[config.mk]
export PLATFORM = sky130hd
export DESIGN_NAME = tone_sequencer
export DESIGN_NICKNAME = d
export VERILOG_FILES = /design/src/rtl/tone_sequencer.sv
export SDC_FILE = /design/constraint.sdc
export NUM_CORES = 1
export LEC_CHECK = 0
export CORE_MARGIN = 5
export CORE_UTILIZATION = 40
export DETAILED_ROUTE_END_ITERATION = 6
export SYNTH_ARGS = -nofsm -noshare
export SYNTH_HDL_FRONTEND = slang
export SYNTH_SLANG_ARGS = --single-unit
[constraint.sdc]
create_clock -name CLOCK_50 -period 6.8 [get_ports CLOCK_50]
set_clock_uncertainty 0.15 [all_clocks]
set_input_delay 1.36 -clock CLOCK_50 [delete_from_list [all_inputs] [get_ports CLOCK_50]]
set_output_delay 1.36 -clock CLOCK_50 [all_outputs]
set_load 0.05 [all_outputs]
[src/rtl/tone_sequencer.sv]
// Melody player: walks a synchronous note ROM at a tempo-controlled beat rate
// and turns each note's half-period into a +/-AMPLITUDE square-wave sample stream.
module tone_sequencer #(
  parameter int ADDR_W            = 10,
  parameter int PERIOD_W          = 20,
  parameter int LAST_ADDR         = 252,
  parameter int BEAT_CYCLES       = 9200000,
  parameter int FAST_BEAT_CYCLES  = 7800000,
  parameter int TEMPO_SWITCH_ADDR = 197,
  parameter int AMPLITUDE         = 1000000000
) (
  input  logic                CLOCK_50,
  input  logic                resetn,
  input  logic                start,
  input  logic                stop,
  input  logic                loop_en,
  input  logic                mute,
  output logic [ADDR_W-1:0]   rom_addr,
  input  logic [PERIOD_W-1:0] rom_q,
  input  logic                audio_out_allowed,
  output logic                write_audio_out,
  output logic [31:0]         sample_out,
  output logic                playing,
  output logic                done
);

  localparam int BEAT_W = 27;

  localparam logic [2:0] IDLE  = 3'd0;
  localparam logic [2:0] FETCH = 3'd1;
  localparam logic [2:0] LOAD  = 3'd2;
  localparam logic [2:0] PLAY  = 3'd3;
  localparam logic [2:0] DONE  = 3'd4;

  localparam logic [BEAT_W-1:0] NORMAL_LIMIT = BEAT_W'(BEAT_CYCLES);
  localparam logic [BEAT_W-1:0] FAST_LIMIT   = BEAT_W'(FAST_BEAT_CYCLES);
  localparam logic [ADDR_W-1:0] LAST         = ADDR_W'(LAST_ADDR);
  localparam logic [ADDR_W-1:0] SWITCH       = ADDR_W'(TEMPO_SWITCH_ADDR);
  localparam logic [31:0]       POS_AMP      = 32'(AMPLITUDE);
  localparam logic [31:0]       NEG_AMP      = -POS_AMP;

  logic [2:0]          state;
  logic [BEAT_W-1:0]   limit;
  logic [BEAT_W-1:0]   beat;
  logic [PERIOD_W-1:0] period;
  logic [PERIOD_W-1:0] half;
  logic                snd;
  logic                beat_end;
  logic                rest;

  assign beat_end = (beat == limit - BEAT_W'(1));
  assign rest     = (period == '0);

  // NOTE: state registers use non-blocking assignments so every flop samples
  // pre-edge values; blocking here would create order-dependent simulation.
  always_ff @(posedge CLOCK_50 or negedge resetn) begin
    if (!resetn) begin
      state    <= IDLE;
      rom_addr <= '0;
      limit    <= NORMAL_LIMIT;
      beat     <= '0;
      half     <= '0;
      period   <= '0;
      snd      <= 1'b0;
    end else if (stop) begin
      state    <= IDLE;
      rom_addr <= '0;
      beat     <= '0;
      half     <= '0;
      snd      <= 1'b0;
    end else begin
      case (state)
        IDLE: begin
          if (start) begin
            state    <= FETCH;
            rom_addr <= '0;
            limit    <= NORMAL_LIMIT;
          end
        end

        FETCH: state <= LOAD;

        LOAD: begin
          period <= rom_q;
          beat   <= '0;
          half   <= '0;
          snd    <= 1'b0;
          state  <= PLAY;
        end

        PLAY: begin
          if (!rest) begin
            if (half == period - PERIOD_W'(1)) begin
              half <= '0;
              snd  <= ~snd;
            end else begin
              half <= half + PERIOD_W'(1);
            end
          end

          if (beat_end) begin
            // The switch note itself still plays at the old tempo.
            if (rom_addr == SWITCH) limit <= FAST_LIMIT;
            if (rom_addr != LAST) begin
              rom_addr <= rom_addr + ADDR_W'(1);
              state    <= FETCH;
            end else if (loop_en) begin
              rom_addr <= '0;
              limit    <= NORMAL_LIMIT;
              state    <= FETCH;
            end else begin
              state <= DONE;
            end
          end else begin
            beat <= beat + BEAT_W'(1);
          end
        end

        DONE: begin
          state    <= IDLE;
          rom_addr <= '0;
        end

        default: state <= IDLE;
      endcase
    end
  end

  // Sample is registered from the current state/snd, so it trails snd by a cycle.
  always_ff @(posedge CLOCK_50 or negedge resetn) begin
    if (!resetn) begin
      sample_out <= '0;
    end else if (stop || mute || rest || state != PLAY) begin
      sample_out <= '0;
    end else begin
      sample_out <= snd ? POS_AMP : NEG_AMP;
    end
  end

  // The sequence never stalls: a full FIFO simply drops that cycle's sample.
  assign write_audio_out = audio_out_allowed && (state == PLAY);
  assign playing         = (state == FETCH) || (state == LOAD) || (state == PLAY);
  assign done            = (state == DONE);

endmodule

==> results.py <==
metrics = {
    "worst_hold_path": {
        "hold_path.class": "reg2reg",
        "min-delay-start": "rom_addr[7]$_DFFE_PN0P_",
    },
    "synth": {
        "synth_async_sr_flop_share_pct": 100,
        "synth_cell_types": 75,
        "postSynthAreaPerCell_um2": 8.99,
        "synth_edf_count": 0,
        "syn_inst": 807,
        "synth-seq-area-share_pct": 38.4,
        "yosysWarnings": 0,
        "synth_flop_cell": "dfrtp_1",
        "ys_seq_elements": 111,
        "syn-cell-area_mm2": 0.00726,
    },
    "routing": {
        "drtIter0Drc": 291,
        "drc_errors": 0,
        "wire_per_inst_um": 16.4,
        "ant_nets": 0,
        "vias_per_cell": 5.61,
        "wirelength_mm": 17.4,
        "drt_pass1_iterations": 5,
        "vias": 5938,
    },
    "critical_path": {
        "worstPathMaxFanout": 35,
        "critPathArrivalTime_ns": 4.59,
        "critPathKind": "reg2reg",
        "reg2reg_slack_ns": 2.30,
        "endpoint_kind": "flop",
        "crit_required_ns": 6.90,
        "ff2ff_path_depth": 12,
        "cp-startpoint": "limit[0]$_DFFE_PN0P_",
        "crit_path_end": "beat[1]$_DFFE_PN0P_",
        "rr_startpoint": "limit[0]$_DFFE_PN0P_",
        "startpoint_type": "flop",
        "r2r_end": "beat[1]$_DFFE_PN0P_",
    },
    "die": {
        "rows": 49,
        "fp.dieArea_mm2": 0.0209,
        "die_w_um": 145,
        "io_pins": 72,
        "start_util_pct": 40.5,
        "die_h_um": 145,
        "core_area_mm2": 0.0179,
    },
    "cells_and_area": {
        "fill_cells": 1787,
        "num-nets-final": 860,
        "area_growth_pct": 12.0,
        "multi_input_area_mm2": 0.00404,
        "seq_area_mm2": 0.00279,
        "final_core_util_pct": 45.4,
        "num_antenna_cells": 0,
        "drive_gt1_share_pct": 9.05,
    },
    "sta": {
        "relSlewSlack_pct": 39.1,
        "period_needed_ns": 4.50,
        "hold_viol": 0,
        "rsz0062_at_grt": "no",
        "fmax_mhz": 222,
        "setup-tns-final_ns": 0,
        "period_share_pct": 66.1,
        "setup-violations-final": 0,
        "final_max_slew_viol_count": 0,
        "worstMarginPinSlew_ns": 0.912,
    },
    "power": {
        "powerDensity_mw_per_mm2": 193,
        "total_power_mw": 1.56,
        "power.leakage_nw": 3.35,
        "power.ir.vdd_worst_mv": 0.129,
    },
    "global_route": {
        "grt_usage_pct": 16.9,
        "antenna_found_initial": 0,
        "grt_util_met2_pct": 25.6,
        "use_met1_pct": 25.4,
        "grt_overflow": 0,
        "grt_pass1_vias": 5394,
        "grt_pass1_wl_mm": 28.6,
        "grt-busiest-layer": "met2",
        "grt_max_degree": 68,
        "grtUsageMet3_pct": 2.99,
    },
    "clock_network": {
        "postCtsSetupBuffers": 0,
        "root_buffer": "clkbuf_16",
        "cts_tree": "built",
        "path_clk_slew_ns": 0.08,
        "htree_levels": 3,
        "cts_sinks": 111,
        "cts_buffers": 9,
        "clock_path_buffers": 2,
        "insertion_delay_ns": 0.36,
        "cts-hold-fix-buffers": 0,
        "cts_resized": 0,
    },
    "status": {
        "status": "finished clean",
    },
    "placed_design": {
        "gp_congestion": 0.835,
        "place_hpwl_mm": 12.5,
        "portBuffers": 62,
    },
    "run": {
        "max-cap-violations": 0,
    },
}
==> synthesized netlist by cell type, types with 5 or more instances <==
master / number / share of area, %
nor3b_1: 9 / 0.93
and2_1: 10 / 0.86
clkbuf_1: 26 / 1.3
o21ai_0: 26 / 1.8
a21oi_1: 19 / 1.3
nand3b_1: 5 / 0.52
nor4_1: 10 / 0.86
or2_2: 6 / 0.52
o21a_1: 8 / 0.83
xnor2_1: 30 / 3.6
nand4_1: 13 / 1.1
buf_4: 31 / 3.2
mux2_2: 18 / 2.8
mux2i_1: 7 / 0.97
dfstp_2: 7 / 2.5
inv_1: 14 / 0.72
nor2b_1: 14 / 1.2
or4_1: 21 / 2.2
o31ai_1: 12 / 1.2
ha_1: 7 / 1.2
dfrtp_1: 104 / 36
nand2b_1: 11 / 0.95
or3_1: 12 / 1.0
and3_1: 28 / 2.4
xor2_1: 38 / 4.6
nor2_1: 60 / 3.1
and4_1: 6 / 0.72
nand3_1: 39 / 2.7
o211ai_1: 17 / 1.8
nand2_1: 78 / 4.0
nor3_1: 30 / 2.1
a31oi_1: 16 / 1.4
==> cells in the final DEF, fill, tap and decap left out, types with 9 or more instances in the layout <==
master           instances
nor2b_1                 14
nor3_1                  30
clkbuf_16                9
xnor2_1                 30
o211ai_1                17
and2_1                  10
o31ai_1                 12
nand2b_1                11
conb_1                   9
dfrtp_1                104
or4_1                   21
nand2_1                 78
mux2_2                  18
xor2_1                  38
nand4_1                 13
or3_1                   12
a31oi_1                 16
clkdlybuf4s50_1         61
inv_1                   14
nor4_1                  10
a21oi_1                 19
o21ai_0                 26
and3_1                  28
nand3_1                 39
nor2_1                  60
==> worst max-delay path: stages, from the launching register on <==
cell,delay [ns]
dfrtp_1,0.42
inv_1,0.11
ha_1,0.27
nor3b_1,0.37
nand4_1,0.47
or4b_2,0.78
o211ai_1,0.14
o21ba_2,0.17
and4_4,0.27
and2_1,0.45
buf_4,0.41
nor2_1,0.10
a31o_2,0.25
==> through the flow <==
| step | cells | setup WS (ns) | area, um2 | hold slack [ns] |
|---|---|---|---|---|
| floorplan | 815 | 3.46 | 7290 | 0.318 |
| finish | 1058 | 2.30 | 8120 | 0.354 |
| global placement | 1044 | 2.48 | 7830 | 0.346 |
| detailed placement | 1044 | 2.29 | 7830 | 0.346 |
| CTS | 1058 | 2.27 | 8120 | 0.355 |
| global route | 1058 | 1.96 | 8120 | 0.380 |
==> cell families (layout without fill, tap and decap cells) <==
logic type | count (synthesis) | after routing | synth area share, %
buffers and inverters | 82 | 96 | 6.40
adders and majority gates | 7 | 7 | 1.21
and+or+nand+nor | 370 | 370 | 28.0
muxes | 25 | 25 | 3.76
DFF | 111 | 111 | 38.4
AOI/OAI and AO/OA | 143 | 143 | 14.0
other | 1 | 9 | 0.0517
xor gates and xnor gates | 68 | 68 | 8.21
==> registers in the layout, indices dropped and copies added (netlist names) <==
signal	count
state	3
snd	1
beat	27
sample_out	3
rom_addr	10
limit	27
period	20
half	20
==> report_power, final <==
group	total [mW]	internal (mW)	switching, mW	leakage [nW]
sequential	0.766	0.700	0.0662	1.49
clock	0.545	0.295	0.250	0.139
combinational	0.253	0.114	0.139	1.73
==> worst min path at each step <==
stage                                to  slack, ns  cells after the start
2_1_floorplan  sample_out[30]$_DFF_PN0_       0.32                      1
3_3_place_gp      limit[23]$_DFFE_PN1P_       0.35                      2
3_5_place_dp    rom_addr[7]$_DFFE_PN0P_       0.35                      1
4_1_cts         rom_addr[7]$_DFFE_PN0P_       0.36                      1
5_1_grt         rom_addr[7]$_DFFE_PN0P_       0.38                      1
6_report        rom_addr[7]$_DFFE_PN0P_       0.35                      1
==> layout make-up <==
type,count,area share (%)
Multi-Input combinational cell,622,49.7
Sequential cell,111,34.3
Timing Repair Buffer,68,8.16
Tap cell,229,3.53
Clock buffer,10,2.94
Clock inverter,4,0.693
Inverter,14,0.647
==> layer usage <==
metal	share of wire, %	wire (um)	vias up
met5	0	0	-
met4	0.65	112	0
met3	3.6	633	8
met2	46	8000	121
met1	50	8610	2866
li1	-	-	2943
(Power assumes the default switching activity.)
